==> src/rtl/spi_ram.sv <==
// rtl/spi_ram.sv - byte-wide command RAM fed by SPI slave words, read data returned as tx_data
module spi_ram #(
   parameter int MEM_DEPTH = 256,
   parameter int ADDR_SIZE = 8,
   parameter int AUTO_INC  = 0
) (
   input  logic       clk,
   input  logic       rst,
   input  logic [9:0] din,
   input  logic       rx_valid,
   output logic [7:0] dout,
   output logic       tx_valid
);

   typedef enum logic [1:0] {
      WR_ADDR = 2'b00,
      WR_DATA = 2'b01,
      RD_ADDR = 2'b10,
      RD_DATA = 2'b11
   } cmd_t;

   localparam logic [ADDR_SIZE-1:0] ADDR_ONE = ADDR_SIZE'(1);

   logic [7:0]           mem [MEM_DEPTH];
   logic [ADDR_SIZE-1:0] wr_addr;
   logic [ADDR_SIZE-1:0] rd_addr;
   cmd_t                 cmd;

   assign cmd = cmd_t'(din[9:8]);

   // Memory is a register array so the whole thing can be cleared in the reset cycle.
   always_ff @(posedge clk) begin
      if (rst) begin
         for (int i = 0; i < MEM_DEPTH; i++) begin
            mem[i] <= 8'h00;
         end
         wr_addr  <= '0;
         rd_addr  <= '0;
         dout     <= 8'h00;
         tx_valid <= 1'b0;
      end else if (rx_valid) begin
         case (cmd)
            WR_ADDR: begin
               wr_addr  <= din[ADDR_SIZE-1:0];
               tx_valid <= 1'b0;
            end
            WR_DATA: begin
               mem[wr_addr] <= din[7:0];
               if (AUTO_INC != 0) wr_addr <= wr_addr + ADDR_ONE;
               tx_valid <= 1'b0;
            end
            RD_ADDR: begin
               rd_addr  <= din[ADDR_SIZE-1:0];
               tx_valid <= 1'b0;
            end
            RD_DATA: begin
               dout     <= mem[rd_addr];
               tx_valid <= 1'b1;
               if (AUTO_INC != 0) rd_addr <= rd_addr + ADDR_ONE;
            end
            default: tx_valid <= 1'b0;
         endcase
      end
   end

endmodule

==> config.mk <==
export PLATFORM = sky130hd
export DESIGN_NAME = spi_ram
export DESIGN_NICKNAME = d
export VERILOG_FILES = /design/src/rtl/spi_ram.sv
export SDC_FILE = /design/constraint.sdc
export NUM_CORES = 2
export LEC_CHECK = 0
export ABC_CLOCK_PERIOD_IN_PS = 2750
export CELL_PAD_IN_SITES_DETAIL_PLACEMENT = 1
export CELL_PAD_IN_SITES_GLOBAL_PLACEMENT = 1
export CORE_MARGIN = 2
export CORE_UTILIZATION = 30
export CTS_CLUSTER_DIAMETER = 100
export DETAILED_ROUTE_END_ITERATION = 12
export PLACE_DENSITY = 0.5
export SYNTH_ARGS = -nofsm -noshare
export SYNTH_HDL_FRONTEND = slang
export SYNTH_SLANG_ARGS = --single-unit
==> constraint.sdc <==
create_clock -name clk -period 2.75 [get_ports clk]
set_input_delay 0.55 -clock clk [delete_from_list [all_inputs] [get_ports clk]]
set_output_delay 0.55 -clock clk [all_outputs]
set_load 0.005 [all_outputs]
# After elaboration in Yosys (flattened, before gate mapping)
# Memories as Yosys holds them, arrays and structs flattened. A register that Yosys moved wholly into a read port is not among the register bits.
# Index checks and enable logic that the tools add are counted.
dict set report totals {
  ff_bits 17
  ramBits 2048
  input_bits 13
  output_inout_bits 9
  word_cells 23
  n_memories 1
}
dict set report classes {
  n_eq_ne 3
  n_mux 10
  n_reduce_logical 6
}
# memory words word_bits rd rd_clocked_by_memory_dff write_ports line
set mem_list {}
lappend mem_list {mem 256 8 1 1 256 24} ;# logic [7:0] mem [MEM_DEPTH];
# operator n
set ops {}
lappend ops {{two-way mux 8 bit} 2}
lappend ops {{OR reduction 8 bit} 1}
lappend ops {{two-way mux 1 bit} 7}
lappend ops {{AND reduction 2 bit} 3}
lappend ops {{== test 2 bit, second input constant} 2}
lappend ops {{OR reduction 3 bit} 1}
lappend ops {{== test 2 x 1 -> 1 bit, second input constant} 1}
lappend ops {{zero test 2 bit} 1}
lappend ops {{case mux 1 bit (2 select lines)} 1}

# Logic depth before layout (Yosys ltp)
dict set report depth {
  word_depth 7
  mapped_depth 13
  ltp_nobuf 6
}

# Worst setup path before layout
# OpenSTA, ideal clock, no wires.
dict set report synth_timing {
  path_kind {input to register}
  start {in rst}
  end {mem mem[252][0], enable pin}
  setup_time_ns 0.326
  arrival_ns 2.522
  required_time_ns 2.424
  setup_slack_ns -0.098
  cell_stages 9
  path_buffers 5
  path_cell_list {clkbuf_1 or3_1 buf_2 or3_1 buf_2 nor2_2 buf_2 buf_2 a21o_1}
}
# element line
set synth_rtl {}
lappend synth_rtl {{start, declared} 8} ;# input logic rst,
lappend synth_rtl {{end, declared} 24}

==> reports/metrics.cfg <==
[setup_path]
crit_arrival_ns=3.83
r2r-end=dout[7]
timing.critical_path.cells=buf_8 > buf_16 > buf_12 > buf_12 > buf_16 > mux4_2 > mux4_2 > nor2_2 > a2111o_1 > nand3_1
crit_buf_inv=5
rr_worst_depth=10
critPathMaxStageDelay_ns=0.62
critical_path.slowest_cell=mux4_2
start_kind=flip-flop
critical_path_required_ns=3.56
rr_startpoint=rd_addr[0]
worst-setup-path-type=reg2reg
critPathMaxFanout=6
critical-path-top-delay-family=multiplexers
reg2reg_slack_ns=-0.27
crit_end_category=flip-flop

[floorplanning]
placementRows=208
die_area_um2=328000
floorplan.die.height_um=573
core-area_um2=322000
start_util_pct=30.2
chipWidth_um=573
floorplan.io_pins=22

[global_routing]
grt_first_pass_wirelength_mm=495
number_of_global_route_vias_before_repair=66000
globalRouteOverflowTotal=0
track_usage_pct=20.5
grt_start_max_net_pins=129
grt_antenna_before_repair=13

[route]
drt_drc_violations_left=0
detail_route.iter0.violations=5852
routed-via-count=62900
avgViaCountPerCell=5.34
first_pass_iters=7
wl_per_cell_um=29.1
antenna_violating_nets_post_route=0
routed_wirelength_mm=342

[sta]
fmax_ghz=0.331
report.final.hold_viol_count=0
tightest_slew_ns=0.979
fin_worst_skew_ns=0.0919
finalSetupViolations=8
slew_headroom_pct=34.7
period_share_pct=110
maxSlewViolCount=0
post-route-min-period_ns=3.02
layout_setup_ws_ns=-0.274
grt_setup_unrepaired=yes

[logic_synthesis]
synth.net_count=6672
ys_dominant_reg_cell=edfxtp_1
async_reset_ff_share_pct=0
netlist_instances=6659
count_of_state_elements_after_synthesis=2073
synthesis.area_per_instance_um2=14.6
post_synth_instance_area_um2=97100
netlist-cell-type-count=72
synth-warning-count=0
synth_enable_flop_cells=2048
fraction_of_the_yosys_area_taken_by_sequential_cells_pct=63.8

[placed_design]
port-buffer-count=21
gp_congestion=0.867
detailedPlacementHpwl_mm=230
detailedPlace.worstSlack_ns=-0.940
dpl.cell_count=11300

[power_and_ir_drop]
power_w=0.0729
p_per_area_nw_per_um2=606
power.static_leakage_nw=50.4
worst_ir_drop_on_vdd_mv=0.554

[clock_tree]
cts_buffer_depth=4
clkLatencyLatePin_ns=0.96
tritoncts=built
cts_num_sinks=2073
clock_pin_slew_reported_for_the_worst_setup_and_hold_paths_after_clock_tree_synthesis_ns=0.06
ctsRootBufferMaster=clkbuf_16
htreeDepth=4
number_of_cts_inserted_buffers=239

[hold_path]
min-delay-start=din[1]
worst_hold_path.endpoint=mem[227][1]
min_path_cells=2
timing.hold.worst.class=in2reg

[cells_and_area]
most-common-layout-cells=edfxtp_1 (2048), and3_1 (1885), buf_4 (974)
post_route_cells_drive_above_1_share_pct=29.8
finalNetCount=7287
final_core_occ_pct=37.4
layout.cells.non_filler=11800
mostFrequentLayoutCell=edfxtp_1
syn_to_final_growth_pct=23.9

[run]
max_cap_viol_count=0

[run_status]
status=complete, but fails checks
failed_checks=negative setup slack

area by class of cell:
cell class                 count  area (um2)
fill                       32700      201000
sequential                  2073       62000
multi-input combinational   3676       32000
timing repair buffer        1279       13200
clock buffer                 288        6210
tap                         4305        5390
clock inverter               151        1380
inverter                       5        21.3
antenna                        7        17.5
per-stage QoR:
step | cell area (um2) | setup TNS [ns] | hold slack (ns)
finish | 120000 | -1.08 | 0.122
global route | 120000 | -1.41 | 0.0980
CTS | 120000 | -1.29 | 0.0507
detailed placement | 111000 | -1318.47 | 0.472
global placement | 111000 | -1390.65 | 0.478
floorplan | 97100 | -24.07 | 0.450
power breakdown:
| part | switching, W | total, W | internal (W) |
|---|---|---|---|
| logic | 0.00314 | 0.00531 | 0.00217 |
| clock network | 0.0136 | 0.0316 | 0.0180 |
| registers | 0.000385 | 0.0360 | 0.0357 |
| total | 0.0171 | 0.0729 | 0.0558 |
kinds of logic (layout without fill, tap and decap cells):
logic type             count (synthesis)  count (layout)  synth area share [%]
DFF                                 2073            2073                  63.8
other                                  0               7                     0
buffers and inverters                910            1723                  4.14
AOI/OAI and AO/OA                    597             597                  4.56
and+or+nand+nor                     2393            2393                  15.1
muxes                                686             686                  12.4
synth_stat cells, types with 13 or more instances:
master	count	share of area, %
a211oi_1	20	0.15
a21o_1	235	1.8
a21oi_1	22	0.11
a221oi_1	42	0.38
a22o_1	16	0.14
a22oi_1	56	0.43
a31oi_1	15	0.097
and2_1	185	1.2
and3_1	1886	12
buf_1	13	0.050
buf_2	65	0.33
buf_4	20	0.15
buf_6	41	0.48
clkbuf_1	746	2.9
dfxtp_1	25	0.52
edfxtp_1	2048	63
mux2_2	61	0.71
mux2i_1	220	2.3
mux4_2	403	9.3
nand2_1	73	0.28
nand3_1	43	0.22
nor2_1	51	0.20
nor3_1	27	0.14
nor4_1	26	0.17
o21ai_0	33	0.17
o221ai_1	35	0.32
o22ai_1	70	0.45
or2_2	22	0.14
worst max path at each step:
stage	slack [ns]	endpoint	from	depth (start not counted)
floorplan	-0.1	mem[252][0]	rst	9
global placement	-1.29	dout[6]	rd_addr[0]	9
detailed placement	-0.94	dout[6]	rd_addr[0]	9
CTS	-0.23	dout[7]	rd_addr[0]	10
global route	-0.24	dout[7]	rd_addr[0]	10
finish	-0.27	dout[7]	rd_addr[0]	10
registers in the layout, indices dropped and copies added (netlist names):
register,flops
dout,8
wr_addr,8
rd_addr,8
tx_valid,1
mem,2048
what timing repair did:
item / 4_1_cts / 5_1_grt
resized for setup: 119 / 58
hold buffers: 0 / 0
cloned: 8 / 1
endpoints found under the setup margin: 9 / 9
buffers inserted: 34 / 25
pin swaps: 17 / 24
metal layers:
layer / vias up / part of all wire, % / track usage [%]
li1: 27400 / - / -
met3: 380 / 4.1 / 2.18
met1: 33700 / 45 / 28.2
met4: 0 / 2.8 / 5.63
met2: 1436 / 48 / 34.2
met5: - / 0 / 0
(Power assumes the default switching activity.)
